[src/rtl/dmem_mmio_if.sv]
// Core-side data memory bus: store strobe, byte address, store data and combinational load data.
interface dmem_mmio_if;
    logic        memwrite;
    logic [31:0] a;
    logic [31:0] wd;
    logic [31:0] rd;

    modport master (output memwrite, output a, output wd, input rd);
    modport slave  (input memwrite, input a, input wd, output rd);
endinterface

[src/rtl/dmem_mmio.sv]
// Data RAM plus MMIO window (LED, cycle counter, compare timer) behind the single-cycle MIPS core.
// Define DMEM_MMIO_TIMER_EN to build the compare timer; otherwise its offsets read 0 and irq is 0.
module dmem_mmio #(
    parameter int          RAM_AW      = 6,
    parameter int          LED_W       = 8,
    parameter logic [31:0] CYC_RST_VAL = 32'h0  // test hook: cycle counter value loaded by reset
) (
    input  logic             clk,
    input  logic             reset,
    dmem_mmio_if.slave       bus,
    output logic [LED_W-1:0] leds,
    output logic             irq
);
    localparam logic [2:0] OFF_LED   = 3'd0;
    localparam logic [2:0] OFF_CYCLE = 3'd1;

    logic              is_mmio;
    logic [2:0]        sel;
    logic [RAM_AW-1:0] idx;
    logic              wr_ram;
    logic              wr_led;
    logic [31:0]       mem_q [2**RAM_AW];
    logic [LED_W-1:0]  led_q, led_d;
    logic [31:0]       cycle_q, cycle_d;
    logic [31:0]       tmr_rd;
    logic              unused_a;

    assign is_mmio  = (bus.a[31:16] == 16'hFFFF);
    assign sel      = bus.a[4:2];
    assign idx      = bus.a[RAM_AW+1:2];
    assign wr_ram   = bus.memwrite && !is_mmio;
    assign wr_led   = bus.memwrite && is_mmio && (sel == OFF_LED);
    assign unused_a = ^{bus.a[1:0], bus.a[15:5]};

    // RAM is never reset; loads see the pre-edge contents during a store to the same word
    always_ff @(posedge clk) begin
        if (wr_ram) mem_q[idx] <= bus.wd;
    end

    always_comb begin
        led_d   = led_q;
        cycle_d = cycle_q + 32'd1;
        if (wr_led) led_d = bus.wd[LED_W-1:0];
    end

    always_ff @(posedge clk) begin
        if (reset) begin
            led_q   <= '0;
            cycle_q <= CYC_RST_VAL;
        end else begin
            led_q   <= led_d;
            cycle_q <= cycle_d;
        end
    end

    assign leds = led_q;

`ifdef DMEM_MMIO_TIMER_EN
    localparam logic [2:0] OFF_TCMP  = 3'd2;
    localparam logic [2:0] OFF_TCNT  = 3'd3;
    localparam logic [2:0] OFF_TCTRL = 3'd4;
    localparam logic [2:0] OFF_TSTAT = 3'd5;

    logic [31:0] tcmp_q, tcmp_d, tcnt_q, tcnt_d;
    logic        en_q, en_d, ar_q, ar_d, ie_q, ie_d, flag_q, flag_d;
    logic        match;
    logic        wr_tcmp, wr_tcnt, wr_tctrl, wr_tstat;

    assign wr_tcmp  = bus.memwrite && is_mmio && (sel == OFF_TCMP);
    assign wr_tcnt  = bus.memwrite && is_mmio && (sel == OFF_TCNT);
    assign wr_tctrl = bus.memwrite && is_mmio && (sel == OFF_TCTRL);
    assign wr_tstat = bus.memwrite && is_mmio && (sel == OFF_TSTAT);
    assign match    = en_q && (tcnt_q == tcmp_q);

    // Hardware update first, then software writes override; flag set wins over W1C last
    always_comb begin
        tcmp_d = tcmp_q;
        tcnt_d = tcnt_q;
        en_d   = en_q;
        ar_d   = ar_q;
        ie_d   = ie_q;
        flag_d = flag_q;
        if (en_q) begin
            if (match) begin
                if (ar_q) tcnt_d = '0;
                else      en_d   = 1'b0;
            end else begin
                tcnt_d = tcnt_q + 32'd1;
            end
        end
        if (wr_tcmp)  tcmp_d = bus.wd;
        if (wr_tcnt)  tcnt_d = bus.wd;
        if (wr_tctrl) {ie_d, ar_d, en_d} = bus.wd[2:0];
        if (wr_tstat && bus.wd[0]) flag_d = 1'b0;
        if (match) flag_d = 1'b1;
    end

    always_ff @(posedge clk) begin
        if (reset) begin
            tcmp_q <= '0;
            tcnt_q <= '0;
            en_q   <= 1'b0;
            ar_q   <= 1'b0;
            ie_q   <= 1'b0;
            flag_q <= 1'b0;
        end else begin
            tcmp_q <= tcmp_d;
            tcnt_q <= tcnt_d;
            en_q   <= en_d;
            ar_q   <= ar_d;
            ie_q   <= ie_d;
            flag_q <= flag_d;
        end
    end

    assign irq = flag_q && ie_q;

    always_comb begin
        tmr_rd = '0;
        case (sel)
            OFF_TCMP:  tmr_rd = tcmp_q;
            OFF_TCNT:  tmr_rd = tcnt_q;
            OFF_TCTRL: tmr_rd[2:0] = {ie_q, ar_q, en_q};
            OFF_TSTAT: tmr_rd[0] = flag_q;
            default:   tmr_rd = '0;
        endcase
    end
`else
    assign irq    = 1'b0;
    assign tmr_rd = '0;
`endif

    always_comb begin
        bus.rd = mem_q[idx];
        if (is_mmio) begin
            bus.rd = tmr_rd;
            if (sel == OFF_LED) begin
                bus.rd = '0;
                bus.rd[LED_W-1:0] = led_q;
            end else if (sel == OFF_CYCLE) begin
                bus.rd = cycle_q;
            end
        end
    end
endmodule

[src/flat_wrapper.sv]
// flat-port wrapper written by rule: the top's interface ports become plain ports
module dmem_mmio_flat 
#(
    parameter int          RAM_AW      = 6,
    parameter int          LED_W       = 8,
    parameter logic [31:0] CYC_RST_VAL = 32'h0                                                   
)
  (clk, reset, leds, irq, bus_memwrite, bus_a, bus_wd, bus_rd);
  dmem_mmio_if bus_i ();
  input  logic clk;
  input  logic reset;
  output logic [LED_W-1:0] leds;
  output logic irq;
  input wire logic [$bits(bus_i.memwrite)-1:0] bus_memwrite;
  input wire logic [$bits(bus_i.a)-1:0] bus_a;
  input wire logic [$bits(bus_i.wd)-1:0] bus_wd;
  output wire logic [$bits(bus_i.rd)-1:0] bus_rd;
  assign bus_i.memwrite = bus_memwrite;
  assign bus_i.a = bus_a;
  assign bus_i.wd = bus_wd;
  assign bus_rd = bus_i.rd;
  dmem_mmio #(.RAM_AW(RAM_AW), .LED_W(LED_W), .CYC_RST_VAL(CYC_RST_VAL)) u_core (.clk(clk), .reset(reset), .bus(bus_i), .leds(leds), .irq(irq));
endmodule
[config.mk]
export PLATFORM = sky130hd
export DESIGN_NAME = dmem_mmio_flat
export DESIGN_NICKNAME = d
export VERILOG_FILES = /design/src/rtl/dmem_mmio_if.sv /design/src/rtl/dmem_mmio.sv /design/src/flat_wrapper.sv
export SDC_FILE = /design/constraint.sdc
export NUM_CORES = 2
export LEC_CHECK = 0
export CORE_MARGIN = 3
export CORE_UTILIZATION = 26
export DETAILED_ROUTE_END_ITERATION = 8
export HOLD_SLACK_MARGIN = 0.03
export PLACE_DENSITY = 0.49
export RECOVER_POWER = 25
export SYNTH_ARGS = -nofsm -noshare
export SYNTH_HDL_FRONTEND = slang
export SYNTH_SLANG_ARGS = --single-unit
[constraint.sdc]
create_clock -name clk -period 3.6 [get_ports clk]
set_input_delay 0.36 -clock clk [delete_from_list [all_inputs] [get_ports clk]]
set_output_delay 0.36 -clock clk [all_outputs]
set_load 0.005 [all_outputs]
Word level (Yosys, flattened, before mapping)
Memory sizes are Yosys's and may differ from the RTL's.
Cells that the tools add are included.
Cells by class
  reductions and logical operators: 5
  multiplexer cells: 5
  eq/ne operators: 2
  $add $sub $neg: 1
Operators with widths (number)
  2-to-1 mux 32 bit: 3
  adder 32 x 1 -> 32 bit, second input constant: 1
  equality test 16 bit, second input constant: 1
  equality test 3 x 1 -> 1 bit, second input constant: 1
  logical AND 1 bit: 3
  zero test 3 bit: 1
  2-to-1 mux 1 bit: 2
  zero test 1 bit: 1
Storage, ports and cells
  register bits: 40
  output and inout bits: 41
  input port bits: 67
  logic and storage cells: 16
  RAM bits: 2048
  memories kept: 1
Memory list
  u_core.mem_q: depth 64, width 32, rd ports 1, clocked after Yosys merged registers in 0, write ports 1, line dmem_mmio.sv:22  | logic [31:0] mem_q [2**RAM_AW];

Depth between registers and ports, before layout
  word-level depth: 5
  mapped depth: 11
  depth with buffers taken out: 7

Least setup slack after synthesis
No wires, ideal clock.
  path kind: input port to flip-flop
  start point: input port bus_a[2]
  end point: memory u_core.mem_q[13][0], enable pin
  data required time: 3.179 ns
  path buffers: 6
  stages on the path: 9
  path slack: 0.088 ns
  data arrival time: 3.091 ns
  library setup time: 0.421 ns
  cell sequence: buf_6 -> buf_6 -> buf_6 -> buf_6 -> buf_6 -> buf_4 -> and3_1 -> nand2_1 -> nor2_1
RTL lines
  from (decl): line flat_wrapper.sv:15  | input wire logic [$bits(bus_i.a)-1:0] bus_a;
  to (decl): line dmem_mmio.sv:22
No word-level cell before the write port.

Worst setup path in the final report
  start point: input port bus_a[28]
  end point: output port bus_rd[3]
Between the ends
  cells in the longest elaborated chain, start to end: 2
RTL lines
  equality test 16 bit: line dmem_mmio.sv:28  | assign is_mmio = (bus.a[31:16] == 16'hFFFF);
  2-to-1 mux 32 bit: line dmem_mmio.sv:135  | if (is_mmio) begin
  to (decl): line flat_wrapper.sv:17  | output wire logic [$bits(bus_i.rd)-1:0] bus_rd;
No other way between the ends.

==> results.yml <==
grt:
  antenna_found_initial: 24
  grt_max_degree: 66
  first_global_vias: 42700
  grt_pass1_wl_um: 347000
  grt.total_usage_pct: 15.4
  overflow: 0
floorplan:
  die_h_um: 562
  coreArea_um2: 307000
  rows: 203
  initial_core_util_pct: 26.2
  die_area_um2: 316000
  ios: 108
  dieWidth_um: 562
yosys:
  async_flop_share_pct: 0
  synth_edf_count: 2048
  yosysTopAreaCell: "edfxtp_1"
  syn_inst: 3773
  ys_warn_count: 0
  synth_top_family_by_area: "multiplexers"
  synth_seq_cells: 2088
  yosysTopAreaCellShare_pct: 76.4
  yosys.area_share.simple_pct: 2.72
  syn-mean-instance-area_um2: 21.3
  synthTopCellsByArea: "edfxtp_1 (76%), mux4_2 (13%), mux2i_1 (2.2%), dfxtp_1 (0.99%), a22oi_1 (0.82%)"
  synth_compound_gate_area_share_pct: 2.57
  ys.flop_type: "edfxtp_1"
  seq_area_frac_synth_pct: 77.4
  mappedNetlistArea_um2: 80500
  synth_fa_ha_area_share_pct: 0.0155
  ys_types: 60
  synth.area.mux_share_pct: 15.6
  synth_fp_nets: 3841
  synth-xor-area-share_pct: 0.283
sta:
  fin_worst_skew_ns: 0.0212
  slew_headroom_pct: -117
  tns_ns: 0
  final_hold_viol_count: 0
  worstMarginPinSlew_ns: 3.25
  fin_crit_ns: 3.57
  rsz0062_at_grt: "false"
  fmax_ghz: 0.280
  hold_slack_ns: 0.273
  slew_viol_final: 1008
  setup_viol: 0
  fin_crit_sh_pct: 99.1
setup_path:
  worstPathArrival_ns: 3.21
  worst_path_most_repeated_cell: "buf_4"
  worst-path-buf-inv: 6
  r2r_cells: 6
  critPathMaxStageDelay_ns: 0.54
  r2r_setup_slack_ns: 1.28
  critPathKind: "primary input to output port"
  crit_slowest_cell: "nor4_4"
  cp_top_family: "buffers and inverters"
  worstSetupStartpointType: "primary input"
  cp-end-kind: "output port"
  critPathRequiredTime_ns: 3.24
  cp_cell_sequence: "clkdlybuf4s50_1, nand4_1, nor4_4, buf_4, buf_4, nor2_1, buf_12, buf_4, a21oi_1, nand3_2, clkdlybuf4s50_1"
  critPathMaxFanout: 10
  cp.depth: 11
clock_network:
  cts_tree: "done"
  clk_pin_slew_ns: 0.06
  htree_levels: 4
  cts_buffers: 214
  clock_latency_ns: 0.88
  cts_root_buf: "clkbuf_16"
  clock_sinks: 2088
  cts_buffer_depth: 4
finish:
  area_delta_synth_final_pct: 22.1
  nets: 4504
  fillers: 29300
  layout-drive-gt1-share_pct: 32.5
flow_run:
  maxCapViolCount: 22
worst_hold_path:
  min_path_type: "primary input to flip-flop"
  hold_depth: 3
routing:
  drt_wl_total_um: 250000
  vias: 41700
  firstDrtPassIters: 5
  drtAntennaViolNets: 0
  wl_per_cell_um: 28.7
  viasPerCell: 4.79
  drc: 0
  drtIter0Drc: 4358
status:
  failed_checks: "max-capacitance violations, max-slew violations"
  status: "finished with violations"
placed_design:
  globalplace.congestion: 0.798
  dp_hpwl_um: 157000
  portBuffers: 96
pwr:
  p_total_w: 0.0509
  power.density_nw_per_um2: 518
  p_leak_nw: 31.1
  vdd_drop_max_mv: 0.353
[state kept, by name, summed over array words and instances (netlist names)]
signal and count:
u_core.cycle_q 32, u_core.leds 8, u_core.mem_q 2048
[cells in the final DEF, fill, tap and decap left out, types with 33 or more instances in the layout]
master	n
nor2_1	62
nand3_1	54
clkbuf_16	214
nor2_4	65
o22ai_1	39
nand2_1	152
a21oi_1	35
a22oi_1	84
mux4_2	462
clkinv_1	53
clkdlybuf4s50_1	33
dfxtp_1	40
clkbuf_1	79
edfxtp_1	2048
mux2i_1	170
buf_12	116
buf_4	419
clkinv_2	45
[cell usage after synthesis (37+ instances only)]
master	number
edfxtp_1	2048
mux4_2	462
mux2i_1	180
nand2_1	159
nor2_1	129
a22oi_1	88
clkbuf_1	85
nand3_1	60
buf_2	49
o22ai_1	45
dfxtp_1	40
a21oi_1	37
[final timing paths]
path	start	endpoint
worst max register to register	u_core.cycle_q[3]	u_core.cycle_q[31]
worst max-delay path	bus_a[28]	bus_rd[3]
worst min register to register	u_core.cycle_q[0]	u_core.cycle_q[0]
worst min-delay path	bus_wd[3]	u_core.leds[3]
[metrics by stage]
step	setup WS (ns)	instance area [µm²]	util, %	cells
3_5_place_dp	-0.393	91400	29.8	8304
3_3_place_gp	-0.393	91400	29.8	8304
2_1_floorplan	0.0875	80500	-	3773
4_1_cts	-0.143	98200	32.0	8697
6_report	0.0308	98300	32.0	8707
5_1_grt	0.000434	98300	32.0	8705
[worst register-to-register path, stage by stage, from the launching register on]
cell     delay (ns)
dfxtp_1        0.44
and4_1         0.32
nand4_1        0.41
nor4_1         0.57
nand4_1        0.22
xor2_1         0.16
nor2_1         0.05
[routing by layer]
layer	up-vias	routed length, µm	GRT usage, %	part of all wire [%]
li1	17200	-	-	-
met1	22900	109000	21.5	43
met2	1340	121000	25.6	49
met3	292	13700	2.03	5.5
met4	8	5970	3.66	2.4
met5	-	48	0	0.019
[kinds of logic (layout without fill, tap and decap cells)]
| family | Yosys count | count (layout) |
|---|---|---|
| buffers and inverters | 210 | 1041 |
| flip-flops | 2088 | 2088 |
| AO/OA/AOI/OAI | 299 | 299 |
| adder cells (fa/ha/maj) | 1 | 1 |
| XOR/XNOR | 26 | 26 |
| other | 1 | 4 |
| AND/OR/NAND/NOR | 476 | 476 |
| multiplexers | 672 | 672 |
[area by class of cell]
cell class	instances	area (µm²)	share of cell area [%]
sequential	2088	62300	63.4
multi-input combinational	1475	18000	18.3
timing repair buffer	653	6530	6.64
clock buffer	264	5540	5.64
tap	4100	5130	5.22
clock inverter	120	828	0.842
inverter	4	20.0	0.0204
antenna	3	7.51	0.00763
[timing repair]
| item | 4_1_cts | 5_1_grt |
|---|---|---|
| setup endpoints to repair | 30 | 13 |
| setup buffers | 1 | 7 |
| hold endpoints to repair | 79 | 0 |
| gates cloned | 2 | 0 |
| pin swaps | 31 | 19 |
| gates resized for setup | 101 | 30 |
| hold buffers | 6 | 0 |
[report_power, final]
group | switching (W) | leakage, nW | internal [W] | total (W)
sequential | 0.0000377 | 18.7 | 0.0269 | 0.0269
clock | 0.00940 | 3.13 | 0.0114 | 0.0208
combinational | 0.00186 | 9.21 | 0.00131 | 0.00318
total | 0.0113 | 31.1 | 0.0396 | 0.0509
No activity file was read; power rests on OpenSTA's default activity.
